$ cat config.mk
export PLATFORM = sky130hd
export DESIGN_NAME = y86_decode_flat
export DESIGN_NICKNAME = d
export VERILOG_FILES = /design/src/rtl/y86_pkg.sv /design/src/rtl/y86_decode_if.sv /design/src/rtl/y86_regfile.sv /design/src/rtl/y86_decode.sv /design/src/flat_wrapper.sv
export SDC_FILE = /design/constraint.sdc
export NUM_CORES = 1
export LEC_CHECK = 0
export ABC_CLOCK_PERIOD_IN_PS = 2560
export CORE_MARGIN = 2
export CORE_UTILIZATION = 45
export CTS_CLUSTER_DIAMETER = 50
export CTS_CLUSTER_SIZE = 25
export DETAILED_ROUTE_END_ITERATION = 8
export PLACE_DENSITY = 0.67
export SYNTH_ARGS = -nofsm -noshare
export SYNTH_HDL_FRONTEND = slang
export SYNTH_SLANG_ARGS = --single-unit
export TNS_END_PERCENT = 100
$ cat constraint.sdc
create_clock -name clock -period 2.56 [get_ports clock]
set_input_delay 0.768 -clock clock [delete_from_list [all_inputs] [get_ports clock]]
set_output_delay 0.768 -clock clock [all_outputs]
set_load 0.02 [all_outputs]
$ cat src/rtl/y86_pkg.sv
// Shared Y86 encodings and types for the decode stage and its register file.
package y86_pkg;

    typedef logic [3:0]  reg_id_t;
    typedef logic [31:0] word_t;

    localparam logic [3:0] ICODE_HALT   = 4'h0;
    localparam logic [3:0] ICODE_NOP    = 4'h1;
    localparam logic [3:0] ICODE_RRMOVL = 4'h2;
    localparam logic [3:0] ICODE_IRMOVL = 4'h3;
    localparam logic [3:0] ICODE_RMMOVL = 4'h4;
    localparam logic [3:0] ICODE_MRMOVL = 4'h5;
    localparam logic [3:0] ICODE_OPL    = 4'h6;
    localparam logic [3:0] ICODE_JXX    = 4'h7;
    localparam logic [3:0] ICODE_CALL   = 4'h8;
    localparam logic [3:0] ICODE_RET    = 4'h9;
    localparam logic [3:0] ICODE_PUSHL  = 4'hA;
    localparam logic [3:0] ICODE_POPL   = 4'hB;

    localparam reg_id_t REG_ESP  = 4'h4;
    localparam reg_id_t REG_NONE = 4'hF;

    // Only IDs 0..7 name real registers; 8..F read as zero and never write.
    function automatic logic is_gpr(reg_id_t id);
        return (id[3] == 1'b0);
    endfunction

endpackage

$ cat src/rtl/y86_decode_if.sv
// Fetch-side, execute-side and writeback signals of the decode stage.
// Handshake: a transfer happens on a rising edge where valid && ready are both
// high; valid never depends on ready, and the producer holds data while stalled.
interface y86_decode_if #(parameter int DATA_W = 32);
    import y86_pkg::*;

    logic              in_valid;
    logic              in_ready;
    logic [3:0]        in_icode;
    logic [3:0]        in_ifun;
    reg_id_t           in_rA;
    reg_id_t           in_rB;
    logic [DATA_W-1:0] in_valC;
    logic [DATA_W-1:0] in_valP;

    reg_id_t           wb_dstE;
    logic [DATA_W-1:0] wb_valE;
    reg_id_t           wb_dstM;
    logic [DATA_W-1:0] wb_valM;
    logic              flush;

    logic              out_valid;
    logic              out_ready;
    logic [3:0]        out_icode;
    logic [3:0]        out_ifun;
    logic [DATA_W-1:0] out_valC;
    logic [DATA_W-1:0] out_valP;
    logic [DATA_W-1:0] out_valA;
    logic [DATA_W-1:0] out_valB;
    reg_id_t           out_srcA;
    reg_id_t           out_srcB;
    reg_id_t           out_dstE;
    reg_id_t           out_dstM;
    logic              halted;
    logic              err;

    modport master (
        output in_valid, in_icode, in_ifun, in_rA, in_rB, in_valC, in_valP,
        output wb_dstE, wb_valE, wb_dstM, wb_valM, flush, out_ready,
        input  in_ready, out_valid, out_icode, out_ifun, out_valC, out_valP,
        input  out_valA, out_valB, out_srcA, out_srcB, out_dstE, out_dstM,
        input  halted, err
    );

    modport slave (
        input  in_valid, in_icode, in_ifun, in_rA, in_rB, in_valC, in_valP,
        input  wb_dstE, wb_valE, wb_dstM, wb_valM, flush, out_ready,
        output in_ready, out_valid, out_icode, out_ifun, out_valC, out_valP,
        output out_valA, out_valB, out_srcA, out_srcB, out_dstE, out_dstM,
        output halted, err
    );

endinterface

$ cat src/rtl/y86_regfile.sv
// 8x32 architectural register file: two bypassed read ports, two write ports
// where M wins over E when both target the same register.
module y86_regfile
    import y86_pkg::*;
#(
    parameter int                DATA_W   = 32,
    parameter logic [DATA_W-1:0] ESP_INIT = 32'h0000_0400
) (
    input  logic              clock,
    input  logic              reset_n,
    input  reg_id_t           rd_a_id,
    output logic [DATA_W-1:0] rd_a_data,
    input  reg_id_t           rd_b_id,
    output logic [DATA_W-1:0] rd_b_data,
    input  reg_id_t           wr_e_id,
    input  logic [DATA_W-1:0] wr_e_data,
    input  reg_id_t           wr_m_id,
    input  logic [DATA_W-1:0] wr_m_data
);

    logic [DATA_W-1:0] regs [8];

    always_ff @(posedge clock or negedge reset_n) begin
        if (!reset_n) begin
            for (int i = 0; i < 8; i++) begin
                regs[i] <= (i == int'(REG_ESP)) ? ESP_INIT : '0;
            end
        end else begin
            for (int i = 0; i < 8; i++) begin
                if (is_gpr(wr_m_id) && wr_m_id[2:0] == 3'(i)) begin
                    regs[i] <= wr_m_data;
                end else if (is_gpr(wr_e_id) && wr_e_id[2:0] == 3'(i)) begin
                    regs[i] <= wr_e_data;
                end
            end
        end
    end

    // Same-cycle writes are forwarded so a capture sees the value being committed.
    always_comb begin
        rd_a_data = '0;
        if (is_gpr(rd_a_id)) begin
            if (wr_m_id == rd_a_id)      rd_a_data = wr_m_data;
            else if (wr_e_id == rd_a_id) rd_a_data = wr_e_data;
            else                         rd_a_data = regs[rd_a_id[2:0]];
        end
    end

    always_comb begin
        rd_b_data = '0;
        if (is_gpr(rd_b_id)) begin
            if (wr_m_id == rd_b_id)      rd_b_data = wr_m_data;
            else if (wr_e_id == rd_b_id) rd_b_data = wr_e_data;
            else                         rd_b_data = regs[rd_b_id[2:0]];
        end
    end

endmodule

$ cat src/rtl/y86_decode.sv
// Y86 decode stage: derives register IDs, reads operands and holds the result
// in a single output register for execute; freezes after halt or illegal icode.
module y86_decode
    import y86_pkg::*;
#(
    parameter int                DATA_W   = 32,
    parameter logic [DATA_W-1:0] ESP_INIT = 32'h0000_0400
) (
    input logic        clock,
    input logic        reset_n,
    y86_decode_if.slave bus
);

    reg_id_t           src_a, src_b, dst_e, dst_m;
    logic [DATA_W-1:0] rd_a, rd_b;
    logic [DATA_W-1:0] ref_a, ref_b;
    logic              capture, out_from_p;

    logic              out_valid_q, halted_q, err_q;
    logic [3:0]        icode_q, ifun_q;
    logic [DATA_W-1:0] valc_q, valp_q, vala_q, valb_q;
    reg_id_t           srca_q, srcb_q, dste_q, dstm_q;

    always_comb begin
        src_a = REG_NONE;
        src_b = REG_NONE;
        dst_e = REG_NONE;
        dst_m = REG_NONE;
        case (bus.in_icode)
            ICODE_RRMOVL, ICODE_RMMOVL, ICODE_OPL, ICODE_PUSHL: src_a = bus.in_rA;
            ICODE_RET, ICODE_POPL:                              src_a = REG_ESP;
            default: ;
        endcase
        case (bus.in_icode)
            ICODE_RMMOVL, ICODE_MRMOVL, ICODE_OPL:               src_b = bus.in_rB;
            ICODE_CALL, ICODE_RET, ICODE_PUSHL, ICODE_POPL:      src_b = REG_ESP;
            default: ;
        endcase
        case (bus.in_icode)
            ICODE_RRMOVL, ICODE_IRMOVL, ICODE_OPL:               dst_e = bus.in_rB;
            ICODE_CALL, ICODE_RET, ICODE_PUSHL, ICODE_POPL:      dst_e = REG_ESP;
            default: ;
        endcase
        case (bus.in_icode)
            ICODE_MRMOVL, ICODE_POPL: dst_m = bus.in_rA;
            default: ;
        endcase
    end

    y86_regfile #(.DATA_W(DATA_W), .ESP_INIT(ESP_INIT)) u_regfile (
        .clock     (clock),
        .reset_n   (reset_n),
        .rd_a_id   (src_a),
        .rd_a_data (rd_a),
        .rd_b_id   (src_b),
        .rd_b_data (rd_b),
        .wr_e_id   (bus.wb_dstE),
        .wr_e_data (bus.wb_valE),
        .wr_m_id   (bus.wb_dstM),
        .wr_m_data (bus.wb_valM)
    );

    assign bus.in_ready = !halted_q && (!out_valid_q || bus.out_ready);
    assign capture      = bus.in_valid && bus.in_ready;
    assign out_from_p   = (icode_q == ICODE_JXX) || (icode_q == ICODE_CALL);

    // A stalled entry tracks writebacks so it never leaves with a stale operand.
    always_comb begin
        ref_a = vala_q;
        ref_b = valb_q;
        if (!out_from_p && is_gpr(srca_q)) begin
            if (bus.wb_dstM == srca_q)      ref_a = bus.wb_valM;
            else if (bus.wb_dstE == srca_q) ref_a = bus.wb_valE;
        end
        if (is_gpr(srcb_q)) begin
            if (bus.wb_dstM == srcb_q)      ref_b = bus.wb_valM;
            else if (bus.wb_dstE == srcb_q) ref_b = bus.wb_valE;
        end
    end

    always_ff @(posedge clock or negedge reset_n) begin
        if (!reset_n) begin
            out_valid_q <= 1'b0;
            halted_q    <= 1'b0;
            err_q       <= 1'b0;
            icode_q     <= '0;
            ifun_q      <= '0;
            valc_q      <= '0;
            valp_q      <= '0;
            vala_q      <= '0;
            valb_q      <= '0;
            srca_q      <= REG_NONE;
            srcb_q      <= REG_NONE;
            dste_q      <= REG_NONE;
            dstm_q      <= REG_NONE;
        end else if (bus.flush) begin
            out_valid_q <= 1'b0;
        end else if (capture) begin
            out_valid_q <= 1'b1;
            icode_q     <= bus.in_icode;
            ifun_q      <= bus.in_ifun;
            valc_q      <= bus.in_valC;
            valp_q      <= bus.in_valP;
            vala_q      <= (bus.in_icode == ICODE_JXX || bus.in_icode == ICODE_CALL)
                           ? bus.in_valP : rd_a;
            valb_q      <= rd_b;
            srca_q      <= src_a;
            srcb_q      <= src_b;
            dste_q      <= dst_e;
            dstm_q      <= dst_m;
            if (bus.in_icode == ICODE_HALT) halted_q <= 1'b1;
            if (bus.in_icode > ICODE_POPL) begin
                halted_q <= 1'b1;
                err_q    <= 1'b1;
            end
        end else if (bus.out_ready) begin
            out_valid_q <= 1'b0;
        end else if (out_valid_q) begin
            vala_q <= ref_a;
            valb_q <= ref_b;
        end
    end

    assign bus.out_valid = out_valid_q;
    assign bus.out_icode = icode_q;
    assign bus.out_ifun  = ifun_q;
    assign bus.out_valC  = valc_q;
    assign bus.out_valP  = valp_q;
    assign bus.out_valA  = vala_q;
    assign bus.out_valB  = valb_q;
    assign bus.out_srcA  = srca_q;
    assign bus.out_srcB  = srcb_q;
    assign bus.out_dstE  = dste_q;
    assign bus.out_dstM  = dstm_q;
    assign bus.halted    = halted_q;
    assign bus.err       = err_q;

endmodule
$ cat src/flat_wrapper.sv
// flat-port wrapper written by rule: the top's interface ports become plain ports
module y86_decode_flat import y86_pkg::*;
#(
    parameter int                DATA_W   = 32,
    parameter logic [DATA_W-1:0] ESP_INIT = 32'h0000_0400
)
  (clock, reset_n, bus_in_valid, bus_in_icode, bus_in_ifun, bus_in_rA, bus_in_rB, bus_in_valC, bus_in_valP, bus_wb_dstE, bus_wb_valE, bus_wb_dstM, bus_wb_valM, bus_flush, bus_out_ready, bus_in_ready, bus_out_valid, bus_out_icode, bus_out_ifun, bus_out_valC, bus_out_valP, bus_out_valA, bus_out_valB, bus_out_srcA, bus_out_srcB, bus_out_dstE, bus_out_dstM, bus_halted, bus_err);
  y86_decode_if #(.DATA_W(DATA_W)) bus_i ();
  input logic clock;
  input logic reset_n;
  input wire logic [$bits(bus_i.in_valid)-1:0] bus_in_valid;
  input wire logic [$bits(bus_i.in_icode)-1:0] bus_in_icode;
  input wire logic [$bits(bus_i.in_ifun)-1:0] bus_in_ifun;
  input wire logic [$bits(bus_i.in_rA)-1:0] bus_in_rA;
  input wire logic [$bits(bus_i.in_rB)-1:0] bus_in_rB;
  input wire logic [$bits(bus_i.in_valC)-1:0] bus_in_valC;
  input wire logic [$bits(bus_i.in_valP)-1:0] bus_in_valP;
  input wire logic [$bits(bus_i.wb_dstE)-1:0] bus_wb_dstE;
  input wire logic [$bits(bus_i.wb_valE)-1:0] bus_wb_valE;
  input wire logic [$bits(bus_i.wb_dstM)-1:0] bus_wb_dstM;
  input wire logic [$bits(bus_i.wb_valM)-1:0] bus_wb_valM;
  input wire logic [$bits(bus_i.flush)-1:0] bus_flush;
  input wire logic [$bits(bus_i.out_ready)-1:0] bus_out_ready;
  output wire logic [$bits(bus_i.in_ready)-1:0] bus_in_ready;
  output wire logic [$bits(bus_i.out_valid)-1:0] bus_out_valid;
  output wire logic [$bits(bus_i.out_icode)-1:0] bus_out_icode;
  output wire logic [$bits(bus_i.out_ifun)-1:0] bus_out_ifun;
  output wire logic [$bits(bus_i.out_valC)-1:0] bus_out_valC;
  output wire logic [$bits(bus_i.out_valP)-1:0] bus_out_valP;
  output wire logic [$bits(bus_i.out_valA)-1:0] bus_out_valA;
  output wire logic [$bits(bus_i.out_valB)-1:0] bus_out_valB;
  output wire logic [$bits(bus_i.out_srcA)-1:0] bus_out_srcA;
  output wire logic [$bits(bus_i.out_srcB)-1:0] bus_out_srcB;
  output wire logic [$bits(bus_i.out_dstE)-1:0] bus_out_dstE;
  output wire logic [$bits(bus_i.out_dstM)-1:0] bus_out_dstM;
  output wire logic [$bits(bus_i.halted)-1:0] bus_halted;
  output wire logic [$bits(bus_i.err)-1:0] bus_err;
  assign bus_i.in_valid = bus_in_valid;
  assign bus_i.in_icode = bus_in_icode;
  assign bus_i.in_ifun = bus_in_ifun;
  assign bus_i.in_rA = bus_in_rA;
  assign bus_i.in_rB = bus_in_rB;
  assign bus_i.in_valC = bus_in_valC;
  assign bus_i.in_valP = bus_in_valP;
  assign bus_i.wb_dstE = bus_wb_dstE;
  assign bus_i.wb_valE = bus_wb_valE;
  assign bus_i.wb_dstM = bus_wb_dstM;
  assign bus_i.wb_valM = bus_wb_valM;
  assign bus_i.flush = bus_flush;
  assign bus_i.out_ready = bus_out_ready;
  assign bus_in_ready = bus_i.in_ready;
  assign bus_out_valid = bus_i.out_valid;
  assign bus_out_icode = bus_i.out_icode;
  assign bus_out_ifun = bus_i.out_ifun;
  assign bus_out_valC = bus_i.out_valC;
  assign bus_out_valP = bus_i.out_valP;
  assign bus_out_valA = bus_i.out_valA;
  assign bus_out_valB = bus_i.out_valB;
  assign bus_out_srcA = bus_i.out_srcA;
  assign bus_out_srcB = bus_i.out_srcB;
  assign bus_out_dstE = bus_i.out_dstE;
  assign bus_out_dstM = bus_i.out_dstM;
  assign bus_halted = bus_i.halted;
  assign bus_err = bus_i.err;
  y86_decode #(.DATA_W(DATA_W), .ESP_INIT(ESP_INIT)) u_core (.clock(clock), .reset_n(reset_n), .bus(bus_i));
endmodule
== Word-level counts from Yosys, hierarchy flattened ==
Index checks and enable logic that the tools add are counted.

* Word-level logic and storage cells: 169
* Input bits: 157
* ROM bits: 0
* Memories: 0
* Register bits: 411
* Bits in latches: 0
* Output and inout port bits: 156
* Bits in writable memories: 0

* $add $sub $neg: 0
* Reduce and logical (&&, ||, !) cells: 53
* Magnitude comparators: 3
* Muxes and demuxes: 50
* Shifts and indexed selects: 0
* Bitwise operators: 6
* Divide/modulo/power cells: 0
* Multiply operators: 0
* Equality and inequality tests: 36

{| class="wikitable"
|+ Operators by type and width
! cell !! number
|-
| $mux W32 || 39
|-
| $bmux W32 S3 || 2
|-
| $eq A4 B4 Y1 || 8
|-
| $eq A3 B3 Y1 const B || 8
|-
| $pmux W4 S2 || 3
|-
| $reduce_bool A2 Y1 || 11
|-
| $eq A4 B3 Y1 const B || 5
|-
| $eq A4 B4 Y1 const B || 5
|-
| $logic_and A1 B1 Y1 || 19
|-
| $eq A3 B2 Y1 const B || 4
|-
| $reduce_and A5 Y1 || 2
|-
| $reduce_bool A3 Y1 || 3
|-
| $eq A4 B2 Y1 const B || 2
|-
| $ge A4 B4 Y1 const B || 2
|-
| $not A3 Y4 || 2
|-
| $reduce_or A4 Y1 || 2
|-
| $eq A3 B1 Y1 const B || 2
|-
| $logic_not A3 Y1 || 2
|-
| $reduce_and A3 Y1 || 2
|-
| $reduce_or A3 Y1 || 2
|-
| $mux W1 || 5
|-
| $gt A4 B4 Y1 const B || 1
|-
| $logic_not A4 Y1 || 1
|-
| $mux W4 || 1
|-
| 6 further kinds || 15
|}

== Depth between registers and ports, before layout ==
Gate-level depths: netlist of the first run.

* Depth in word-level cells: 12
* Mapped depth: 12
* Depth with buffers taken out: 7

== Cells and area by module ==
A second synthesis of the first run with hierarchy kept.

* Cells, all modules: 2752
* Area, all modules: 26653.1 um2

{| class="wikitable"
|+ By module, submodules not included
! module !! sequential area each (um2) !! cells an instance !! area an instance (um2) !! instances
|-
| y86_regfile || 6407.4 || 1882 || 18297.5 || 1
|-
| y86_decode || 3898.7 || 870 || 8355.5 || 1
|}

== Worst setup path before layout of the first run ==
No wires, ideal clock.

* Path type: input port to flip-flop
* Start point: in bus_in_icode[1]
* End point: reg u_core.valb_q[10] (netlist: u_core.bus.out_valB[10])
* Library setup time: 0.129 ns
* Stages on the path: 10
* Path buffers: 3
* Required time: 2.431 ns
* Setup slack: -0.311 ns
* Arrival: 2.742 ns
* Cells stage by stage: buf_6 > and2_4 > or4_4 > a21oi_2 > a21oi_1 > or4_1 > buf_2 > buf_6 > o21a_1 > a2bb2oi_1

* Word-level cells in the longest chain between the ends: 11
* Elaborated cells on any way between the ends: 20
* Classes of those cells: eq/ne (9); mux (8); bitwise (1); reduce/logical (2)

{| class="wikitable"
|+ RTL lines
! what !! RTL line !! text
|-
| start: declaration || flat_wrapper.sv:12 || <nowiki>input wire logic [$bits(bus_i.in_icode)-1:0] bus_in_icode;</nowiki>
|-
| $eq A4 B4 Y1 or $eq A4 B3 Y1 (tied branches) || y86_decode.sv:34 || <nowiki>case (bus.in_icode)</nowiki>
|-
| $reduce_or A4 Y1 or $reduce_or A3 Y1 (tied branches) || y86_decode.sv:34 ||
|-
| $pmux W4 S2 * || y86_decode.sv:34 ||
|-
| $not A3 Y4 (not written as such) || y86_regfile.sv:54 || <nowiki>else rd_b_data = regs[rd_b_id[2:0]];</nowiki>
|-
| $bmux W32 S3 || y86_regfile.sv:54 ||
|-
| $mux W32 (not written as such) (2 in series) || y86_regfile.sv:54 ||
|-
| $mux W32 || y86_regfile.sv:53 || <nowiki>else if (wr_e_id == rd_b_id) rd_b_data = wr_e_data;</nowiki>
|-
| $mux W32 || y86_regfile.sv:52 || <nowiki>if (wr_m_id == rd_b_id) rd_b_data = wr_m_data;</nowiki>
|-
| $mux W32 * || y86_regfile.sv:51 || <nowiki>if (is_gpr(rd_b_id)) begin</nowiki>
|-
| $mux W32 * || y86_decode.sv:98 || <nowiki>end else if (capture) begin</nowiki>
|-
| end signal: assignment || y86_decode.sv:106 || <nowiki>valb_q <= rd_b;</nowiki>
|-
| end signal: assignment || y86_decode.sv:120 || <nowiki>valb_q <= ref_b;</nowiki>
|-
| end: declaration || y86_decode.sv:21 || <nowiki>logic [DATA_W-1:0] valc_q, valp_q, vala_q, valb_q;</nowiki>
|}

Every way passes the cells marked *; elsewhere a longest branch is shown, timed or not. The select of a mux whose other input is x is not followed.
A chain may end at the register's enable or synchronous reset.

== Worst setup path in the final report of the first run ==
* Start point: in bus_wb_dstM[2]
* End point: reg u_core.valb_q[12] (netlist: u_core.bus.out_valB[12])

* Word-level cells in the longest chain between the ends: 6
* Elaborated cells on any way between the ends: 11
* Classes of those cells: eq/ne (2); mux (7); reduce/logical (2)

{| class="wikitable"
|+ RTL lines
! what !! RTL line !! text
|-
| start: declaration || flat_wrapper.sv:20 || <nowiki>input wire logic [$bits(bus_i.wb_dstM)-1:0] bus_wb_dstM;</nowiki>
|-
| $eq A4 B4 Y1 || y86_decode.sv:76 || <nowiki>if (bus.wb_dstM == srcb_q) ref_b = bus.wb_valM;</nowiki>
|-
| $mux W32 || y86_decode.sv:76 ||
|-
| $mux W32 || y86_decode.sv:75 || <nowiki>if (is_gpr(srcb_q)) begin</nowiki>
|-
| $mux W32 || y86_decode.sv:118 || <nowiki>end else if (out_valid_q) begin</nowiki>
|-
| $mux W32 || y86_decode.sv:116 || <nowiki>end else if (bus.out_ready) begin</nowiki>
|-
| $mux W32 || y86_decode.sv:98 ||
|}

Several ways; a longest one is shown, not always the timed one. The select of a mux whose other input is x is not followed.

==> impl_metrics.json, run 1 <==
{
  "cp-end-kind": "flip-flop",
  "final-seq-area_um2": 10300,
  "synth_top_area_share_pct": 39.4,
  "status": "finished with violations",
  "dieArea_um2": 57500,
  "synth_top_area_cell": "dfrtp_1",
  "syn_to_final_growth_pct": 40.7,
  "clockBufferDepth": 3,
  "cpPeakStageDelay_ns": 0.68,
  "fin_area_um2": 35200,
  "drv_cap": 0,
  "cts.sinks": 411,
  "syn_nets": 3066,
  "violations": "negative setup slack",
  "fin_skew_ns": 0.0282,
  "grt_max_degree": 71,
  "ant_nets": 0,
  "port_buffers": 312,
  "power-per-cell-area_nw_per_um2": 767,
  "wl_per_cell_um": 26.2,
  "n_fill_cell": 4398,
  "cp_max_fo": 6,
  "crit_path_cell_trace": "clkdlybuf4s15_1 > or4_4 > a21oi_4 > a21oi_2 > or4_4 > buf_12 > o21a_1 > a2bb2oi_1",
  "syn_area_um2": 25000,
  "fmax_mhz": 389,
  "antenna_found_initial": 10,
  "drv_slew": 0,
  "drive_above_1_share_pct": 20.2,
  "hold_viol_final": 0,
  "drt_iter0_markers": 3298,
  "cts_root_buffer": "clkbuf_16",
  "dpl_cell_area_um2": 32400,
  "rows": 86,
  "path_clk_slew_ns": 0.06,
  "path_common_cell": "or4_4",
  "yosys_warnings": 0,
  "synth-edff-count": 0,
  "track_usage_pct": 36.4,
  "vias_per_cell": 6.38,
  "crit_slowest_cell": "or4_4",
  "grt_overflow": 0,
  "synth-seq-cells": 411,
  "mostFrequentLayoutCells": "719 x nand2_1, 394 x dfrtp_1, 317 x mux2i_1",
  "synth-main-ff-cell": "dfrtp_1",
  "ys_seq_area_share_pct": 41.2,
  "arrival_ns": 3.04,
  "timing.final.crit_share_pct": 100,
  "coreArea_um2": 55000,
  "htreeDepth": 2,
  "start_util_pct": 45.5,
  "ctsHoldBuffers": 0,
  "rsz0062_at_grt": "yes",
  "place_hpwl_um": 71000,
  "peakVddDrop_v": 0.000554,
  "maxSlewHeadroom_pct": 65.4,
  "drc": 0,
  "vias": 26700,
  "cts_tree": "yes",
  "io_pins": 313,
  "dr.pass1.iters": 6,
  "synthCells": 2909,
  "hold_path.class": "primary input to asynchronous set/reset pin",
  "required_ns": 3.03,
  "final_util_pct": 64.0,
  "synth_area_leaders": "dfrtp_1 39%, mux2i_1 13%, nand2_1 11%, o21ai_0 5.4%, a221oi_1 4.4%",
  "worst_pin_slew_ns": 0.519,
  "grt_pass1_wl_um": 159000,
  "criticalPathCategory": "primary input to flip-flop",
  "wl_um": 110000,
  "fp.dieH_um": 240,
  "yosysUniqueCellTypes": 60,
  "final_common_cell": "nand2_1",
  "start_kind": "primary input",
  "nets": 3550,
  "leakage_nw": 14.6,
  "postSynth.asyncResetShare_pct": 100,
  "fin_ws_ns": -0.0118,
  "numCtsBuffers": 51,
  "fp.dieW_um": 240,
  "avgSynthCellArea_um2": 8.60,
  "clk_latency_ns": 0.62,
  "gp_congestion": 0.931,
  "multi_input_area_um2": 14100,
  "min_period_ns": 2.57,
  "setup_violations": 8,
  "grt_pass1_vias": 25600
}
[final timing paths]
| check | from | end | slack [ns] | cells past startpoint |
|---|---|---|---|---|
| worst min register to register | u_core.bus.err$_DFFE_PN0P_ | u_core.bus.err$_DFFE_PN0P_ | 0.47 | 1 |
| worst min-delay path | reset_n | u_core.bus.out_valA[19]$_DFFE_PN0P_ | 0.09 | 1 |
| worst max-delay path | bus_wb_dstM[2] | u_core.bus.out_valB[12]$_DFFE_PN0P_ | -0.01 | 8 |
| worst max register to register | u_core.bus.out_srcA[1]$_DFFE_PN1P_ | u_core.bus.out_valA[29]$_DFFE_PN0P_ | 0.07 | 11 |
| min in group clock | bus_in_icode[1] | u_core.bus.out_icode[1]$_DFFE_PN0P_ | 0.46 | 3 |
| max in group asynchronous | reset_n | u_core.bus.out_dstE[1]$_DFFE_PN1P_ | 1.64 | 2 |
[cell usage after synthesis (9+ instances only)]
cell type,count
clkbuf_1,245
buf_2,48
a31oi_1,31
o31ai_1,36
nand2b_1,9
nor3_1,49
a21oi_1,106
nand3_1,34
xor2_1,15
a221oi_1,126
a21o_1,65
o211ai_1,31
a2bb2oi_1,33
o21ai_0,271
o21a_1,33
inv_1,9
a211oi_1,65
dfrtp_1,394
mux2i_1,324
nand2_1,722
nor2_1,49
buf_1,25
dfstp_2,17
a311o_1,62
a22oi_1,32
[per-layer routing]
metal  vias to the layer above  track usage (%)  wire length (µm)
met4                         8             17.6              5720
met2                      1826             55.4             48000
met1                     12900             48.1             43100
met3                       400             9.51             13100
li1                      11500                -                 -
met5                         -                0                45
[repair_timing]
action,4_1_cts,5_1_grt
cloned,4,6
resized for setup,76,59
pin swaps,16,25
buffers inserted,10,21
setup endpoints to repair,76,65
[stage by stage]
stage          total power [mW]  worst slack (ns)  instances  TNS [ns]  hold WS (ns)
2_1_floorplan              14.2            -0.301       2909    -14.89         0.472
3_3_place_gp               18.6            -0.975       4047   -121.70         0.445
3_5_place_dp               18.9             -1.02       4047   -126.00         0.461
4_1_cts                    26.6           0.00254       4154         0        0.0749
5_1_grt                    28.0           -0.0253       4185    -0.116         0.104
6_report                   27.0           -0.0118       4186   -0.0480        0.0899
[critical path, delay by kind of cell]
family	cells	cell delay, ns
buf+inv	2	0.46
compound gates	4	0.54
simple gates	2	1.27
[cell families (layout without fill, tap and decap cells)]
logic type | Yosys count | count (layout) | share of synthesized area (%)
buffers and inverters | 334 | 858 | 5.41
AO/OA/AOI/OAI | 923 | 923 | 25.2
XOR/XNOR | 15 | 15 | 0.525
other | 0 | 5 | 0
multiplexers | 326 | 326 | 13.0
flip-flops | 411 | 411 | 41.2
AND/OR/NAND/NOR | 900 | 900 | 14.6
[where the power goes]
group	switching (mW)	leakage (nW)	internal (mW)
Sequential	1.52	5.00	8.31
Combinational	5.20	8.81	4.46
Clock	3.25	0.840	4.26
[registers in the layout, summed over array words and instances, names as in the netlist]
register               count
u_core.bus.err             1
u_core.bus.halted          1
u_core.bus.out_dstE        4
u_core.bus.out_dstM        4
u_core.bus.out_icode       4
u_core.bus.out_ifun        4
u_core.bus.out_srcA        4
u_core.bus.out_srcB        4
u_core.bus.out_valA       32
u_core.bus.out_valB       32
u_core.bus.out_valC       32
u_core.bus.out_valP       32
u_core.bus.out_valid       1
u_core.u_regfile.regs    256
[final cells by class]
| class | count | share of cell area, % |
|---|---|---|
| Multi-Input combinational cell | 2164 | 40.1 |
| Timing Repair Buffer | 756 | 22.9 |
| Clock buffer | 60 | 3.84 |
| Sequential cell | 411 | 29.3 |
| Clock inverter | 33 | 1.07 |
| Tap cell | 748 | 2.66 |
| Inverter | 9 | 0.0960 |
| Antenna cell | 5 | 0.0355 |
No activity file was read; power rests on OpenSTA's default activity.
==> inputs of run 2 (changes only) <==
Settings changed: ABC_CLOCK_PERIOD_IN_PS 2560 to 3300, CTS_CLUSTER_DIAMETER 50 to default, HOLD_SLACK_MARGIN from default to 0.08.
Clock period 2.56 ns to 3.3 ns, I/O delays scaled along.
==> run 2 against run 1 <==
- die area is the same
- cell count shrank 3.3%
- power is 27% lower
- clock power down 33%
- the flow now finishes without violations
- combinational power fell by 28%
- clock skew is 0.0049 ns lower
- global-route usage is 1.0 points lower
==> impl_metrics.json, run 2 (synthesis results as in run 1) <==
{
  "start_kind": "primary input",
  "arrival_ns": 3.70,
  "power.internal_mw": 12.5,
  "n_fill_cell": 4622,
  "rrSetupSlack_ns": 0.58,
  "peakVddDrop_v": 0.000386,
  "coreArea_um2": 55000,
  "drt_iter0_markers": 3470,
  "dpl_cell_area_um2": 31300,
  "clk_latency_ns": 0.61,
  "grt_pass1_vias": 25500,
  "fp.dieH_um": 240,
  "top_layer": "met4",
  "hold_path.class": "primary input to asynchronous set/reset pin",
  "power_frac_seq_pct": 38.7,
  "timing.final.crit_share_pct": 97.7,
  "grt_pass1_wl_um": 155000,
  "fin_area_um2": 32800,
  "top_register": "u_core.u_regfile.regs",
  "nets": 3423,
  "vias": 25800,
  "wl_um": 103000,
  "start_util_pct": 45.5,
  "wl_met3_um": 12200,
  "track_usage_pct": 35.4,
  "path_clk_slew_ns": 0.06,
  "switching_share_pct": 36.2,
  "place_hpwl_um": 66200,
  "vias_per_cell": 6.38,
  "cp-end-kind": "flip-flop",
  "cp_max_fo": 11,
  "status": "complete, no violations",
  "wl_met2_um": 45600,
  "ant_nets": 0,
  "min_period_ns": 3.22,
  "syn_to_final_growth_pct": 31.1,
  "dr.pass1.iters": 7,
  "mostFrequentLayoutCells": "719 x nand2_1, 394 x dfrtp_1, 324 x mux2i_1",
  "required_ns": 3.77,
  "fin_skew_ns": 0.0233,
  "drv_slew": 0,
  "ctsHoldBuffers": 0,
  "dieArea_um2": 57500,
  "gp_congestion": 0.919,
  "largest_reg_flops": 256,
  "port_buffers": 312,
  "rows": 86,
  "grt_overflow": 0,
  "worst_pin_slew_ns": 0.587,
  "final_common_cell": "nand2_1",
  "placed_cells": 3965,
  "p_sw_mw": 7.11,
  "fmax_mhz": 310,
  "antenna_found_initial": 1,
  "drt-met1-wl_um": 40200,
  "grt_max_degree": 97,
  "numCtsBuffers": 47,
  "io_pins": 313,
  "p_clk_share_pct": 25.7,
  "hold_viol_final": 0,
  "cts_root_buffer": "clkbuf_16",
  "fin_cells": 4047,
  "maxSlewHeadroom_pct": 60.8,
  "criticalPathCategory": "primary input to flip-flop",
  "wl_per_cell_um": 25.5,
  "cts.sinks": 411,
  "cts_tree": "yes",
  "dp_slack_ns": -0.501,
  "rsz0062_at_grt": "no",
  "clockBufferDepth": 3,
  "drc": 0,
  "power.share.combinational_pct": 35.6,
  "htreeDepth": 2,
  "setup_violations": 0,
  "leakage_nw": 13.4,
  "power_mw": 19.6,
  "drv_cap": 0,
  "drive_above_1_share_pct": 14.0,
  "fp.dieW_um": 240,
  "power-per-cell-area_nw_per_um2": 598,
  "fin_ws_ns": 0.0756
}
[run 2: critical path, cell delays in order]
cell and delay (ns):
clkdlybuf4s50_1 0.52, buf_4 0.23, or2_2 0.32, nand2_2 0.20
nand2_4 0.20, buf_4 0.24, buf_4 0.16, a221oi_1 0.28
a21oi_1 0.10, a211oi_1 0.34, o31ai_1 0.11
[run 2: cell type report]
cell class,instances,area (µm²),share of cell area [%]
clock inverter,12,95.1,0.290
multi-input combinational,2164,13600,41.5
antenna,1,2.50,0.00763
sequential,411,10300,31.4
inverter,9,33.8,0.103
clock buffer,69,1340,4.08
timing repair buffer,633,6470,19.7
tap,748,936,2.85
[run 2: worst paths after layout]
check                                                      start                                    end  cells past startpoint
min in group clock                    u_core.bus.err$_DFFE_PN0P_             u_core.bus.err$_DFFE_PN0P_                      1
worst max-delay path                             bus_in_icode[2]     u_core.bus.out_valA[3]$_DFFE_PN0P_                     11
worst min-delay path                                     reset_n  u_core.u_regfile.regs[54]$_DFFE_PN0P_                      1
max in group asynchronous                                reset_n     u_core.bus.out_valA[8]$_DFFE_PN0P_                      2
worst min register to register        u_core.bus.err$_DFFE_PN0P_             u_core.bus.err$_DFFE_PN0P_                      1
worst max register to register  u_core.bus.out_valid$_DFFE_PN0P_    u_core.bus.out_valA[21]$_DFFE_PN0P_                      8
[run 2: layer usage]
metal	vias to the layer above	GRT usage, %
met2	1757	54.5
met5	-	0
met3	446	8.86
met1	12300	46.0
met4	0	18.2
li1	11300	-
[run 2: what timing repair did]
| item | CTS | global route |
|---|---|---|
| setup buffers | 0 | 0 |
| endpoints found under the setup margin | 1 | 21 |
| resized for setup | 1 | 4 |
[run 2: metrics by stage]
stage          hold WS [ns]  TNS (ns)  utilization (%)
2_1_floorplan         0.510         0                -
4_1_cts               0.294         0             59.6
3_3_place_gp          0.446    -22.98             57.0
3_5_place_dp          0.452    -27.25             57.0
6_report              0.285         0             59.7
5_1_grt               0.310         0             59.7
[run 2: power groups by stage]
stage,Clock (mW),Combinational (mW),Sequential [mW]
finish,5.04,6.99,7.59
CTS,5.10,6.91,7.54
floorplan,0,2.85,8.10
global route,5.32,7.45,7.70
global placement,0,6.73,7.54
detailed placement,0,6.90,7.61
==> RTL edit (flow settings as in run 1) <==
`DATA_W` is set to 32 in 4 places; all go to 16.
--- a/src/rtl/y86_decode_if.sv
+++ b/src/rtl/y86_decode_if.sv
@@ -3,3 +3,3 @@
 // high; valid never depends on ready, and the producer holds data while stalled.
-interface y86_decode_if #(parameter int DATA_W = 32);
+interface y86_decode_if #(parameter int DATA_W = 16);
     import y86_pkg::*;
--- a/src/rtl/y86_regfile.sv
+++ b/src/rtl/y86_regfile.sv
@@ -5,3 +5,3 @@
 #(
-    parameter int                DATA_W   = 32,
+    parameter int                DATA_W   = 16,
     parameter logic [DATA_W-1:0] ESP_INIT = 32'h0000_0400
--- a/src/rtl/y86_decode.sv
+++ b/src/rtl/y86_decode.sv
@@ -5,3 +5,3 @@
 #(
-    parameter int                DATA_W   = 32,
+    parameter int                DATA_W   = 16,
     parameter logic [DATA_W-1:0] ESP_INIT = 32'h0000_0400
--- a/src/flat_wrapper.sv
+++ b/src/flat_wrapper.sv
@@ -3,3 +3,3 @@
 #(
-    parameter int                DATA_W   = 32,
+    parameter int                DATA_W   = 16,
     parameter logic [DATA_W-1:0] ESP_INIT = 32'h0000_0400
Ports: changed (8 resized); port bits go from 313 to 185. The function was not compared with the original's and may differ.
==> RTL edit against run 1 <==
The run still ends with setup timing left. Sequential cell count decreased by 192. First-iteration DRC count decreased by 47%. Hold slack better by 110 ps. Routed wire length down 49%. Synthesized area down 45%. Utilization up 1.8 points. Clock skew down 19 ps. Setup slack got worse by 17 ps. Clock power down 45%. Non-clock buffer count down 312. Via count shrank 46%. Final area decreased by 44%. Register-to-register slack improved by 180 ps. Total power down 42%.
==> RTL edit: results (changes against run 1) <==
Setup path
  – CP Max Fanout: 23 (was 6)
  – Crit path to: u_core.bus.out_valA[10]$_DFFE_PN0P_ (was u_core.bus.out_valB[12]$_DFFE_PN0P_)
  – Worst path max stage delay: 390 ps (was 680 ps)
  – Critical path's top delay family: compound AO/OA/AOI/OAI gates (was simple AND/OR/NAND/NOR gates)
  – Reg2reg setup slack: 250 ps (was 70 ps)

STA
  – Setup TNS: -28.5 ps (was -48.0 ps)
  – Endpoints failing setup: 1 (was 8)
  – Actual slew at the worst max-slew pin: 606 ps (was 519 ps)
  – Clock skew: 8.73 ps (was 28.2 ps)
  – Setup slack after layout: -28.5 ps (was -11.8 ps)
  – WHS: 196 ps (was 89.9 ps)

Power and ir drop
  – Flop+latch power: 5.49 mW (was 9.82 mW)
  – Flop pwr share: 35.3% (was 36.4%)
  – Static Leakage: 7.96 nW (was 14.6 nW)
  – Max VDD drop: 0.639 mV (was 0.554 mV)

Finish
  – Fraction of area in multi-input gates: 41.1% (was 40.1%)
  – # diodes: 0 (was 5)
  – Multi-In Gates: 1209 (was 2164)
  – Signal buffers: 444 (was 756)
  – Clk_buf instances: 41 (was 60)
  – Final Net Count: 2002 (was 3550)

Routing
  – WL met2: 24500 um (was 48000 um)
  – Via total after detailed routing: 14400 (was 26700)
  – Met3 WL: 6840 um (was 13100 um)
  – Drt wl/cell: 23.9 um (was 26.2 um)

Logic synthesis
  – Register area share after synthesis: 40.2% (was 41.2%)
  – Post-synth top cells: nand2_1, dfrtp_1, mux2i_1, o21ai_0, clkbuf_1 (unchanged)
  – Syn Nets: 1694 (was 3066)
  – Ranking of synthesized cells by area: dfrtp_1, mux2i_1, nand2_1 (unchanged)
  – FF+latch count, synth: 219 (was 411)

Clocking
  – H-tree depth: 1 (was 2)
  – Num CTS Buffers: 29 (was 51)

Status
  – Violated checks: setup timing (unchanged)
  – Status: finished with violations (unchanged)

Global route
  – Global Route Usage Sum: 33.9% (was 36.4%)
  – Met3 GRT Util: 11.4% (was 9.51%)

Placed design
  – Detailed Place HPWL: 37700 um (was 71000 um)
-- RTL edit: changes by cell type in the layout (fill, tap and decap cells not counted), moves of 51 or more --
cell / before / now
dfrtp_1: 394 / 202
nand2_1: 719 / 352
buf_12: 107 / 52
o21ai_0: 266 / 166
a21oi_1: 103 / 52
buf_4: 314 / 192
a311o_1: 62 / 0
a221oi_1: 95 / 37
a21o_1: 65 / 3
mux2i_1: 317 / 188
clkdlybuf4s50_1: 282 / 162
-- RTL edit: repair_timing --
action | in CTS | in global routing
gates resized for setup | 43 | 68
buffers inserted | 4 | 7
setup endpoints to repair | 37 | 34
pin swaps | 4 | 20
gates cloned | 3 | 4
-- RTL edit: logic make-up (layout without fill, tap and decap cells) --
family	count (synthesis)	in the layout	share of synthesized area [%]
xor+xnor	16	16	1.02
simple gates	555	555	18.0
mux	194	194	14.2
flops	219	219	40.2
buf+inv	173	504	5.15
compound gates	444	444	21.5
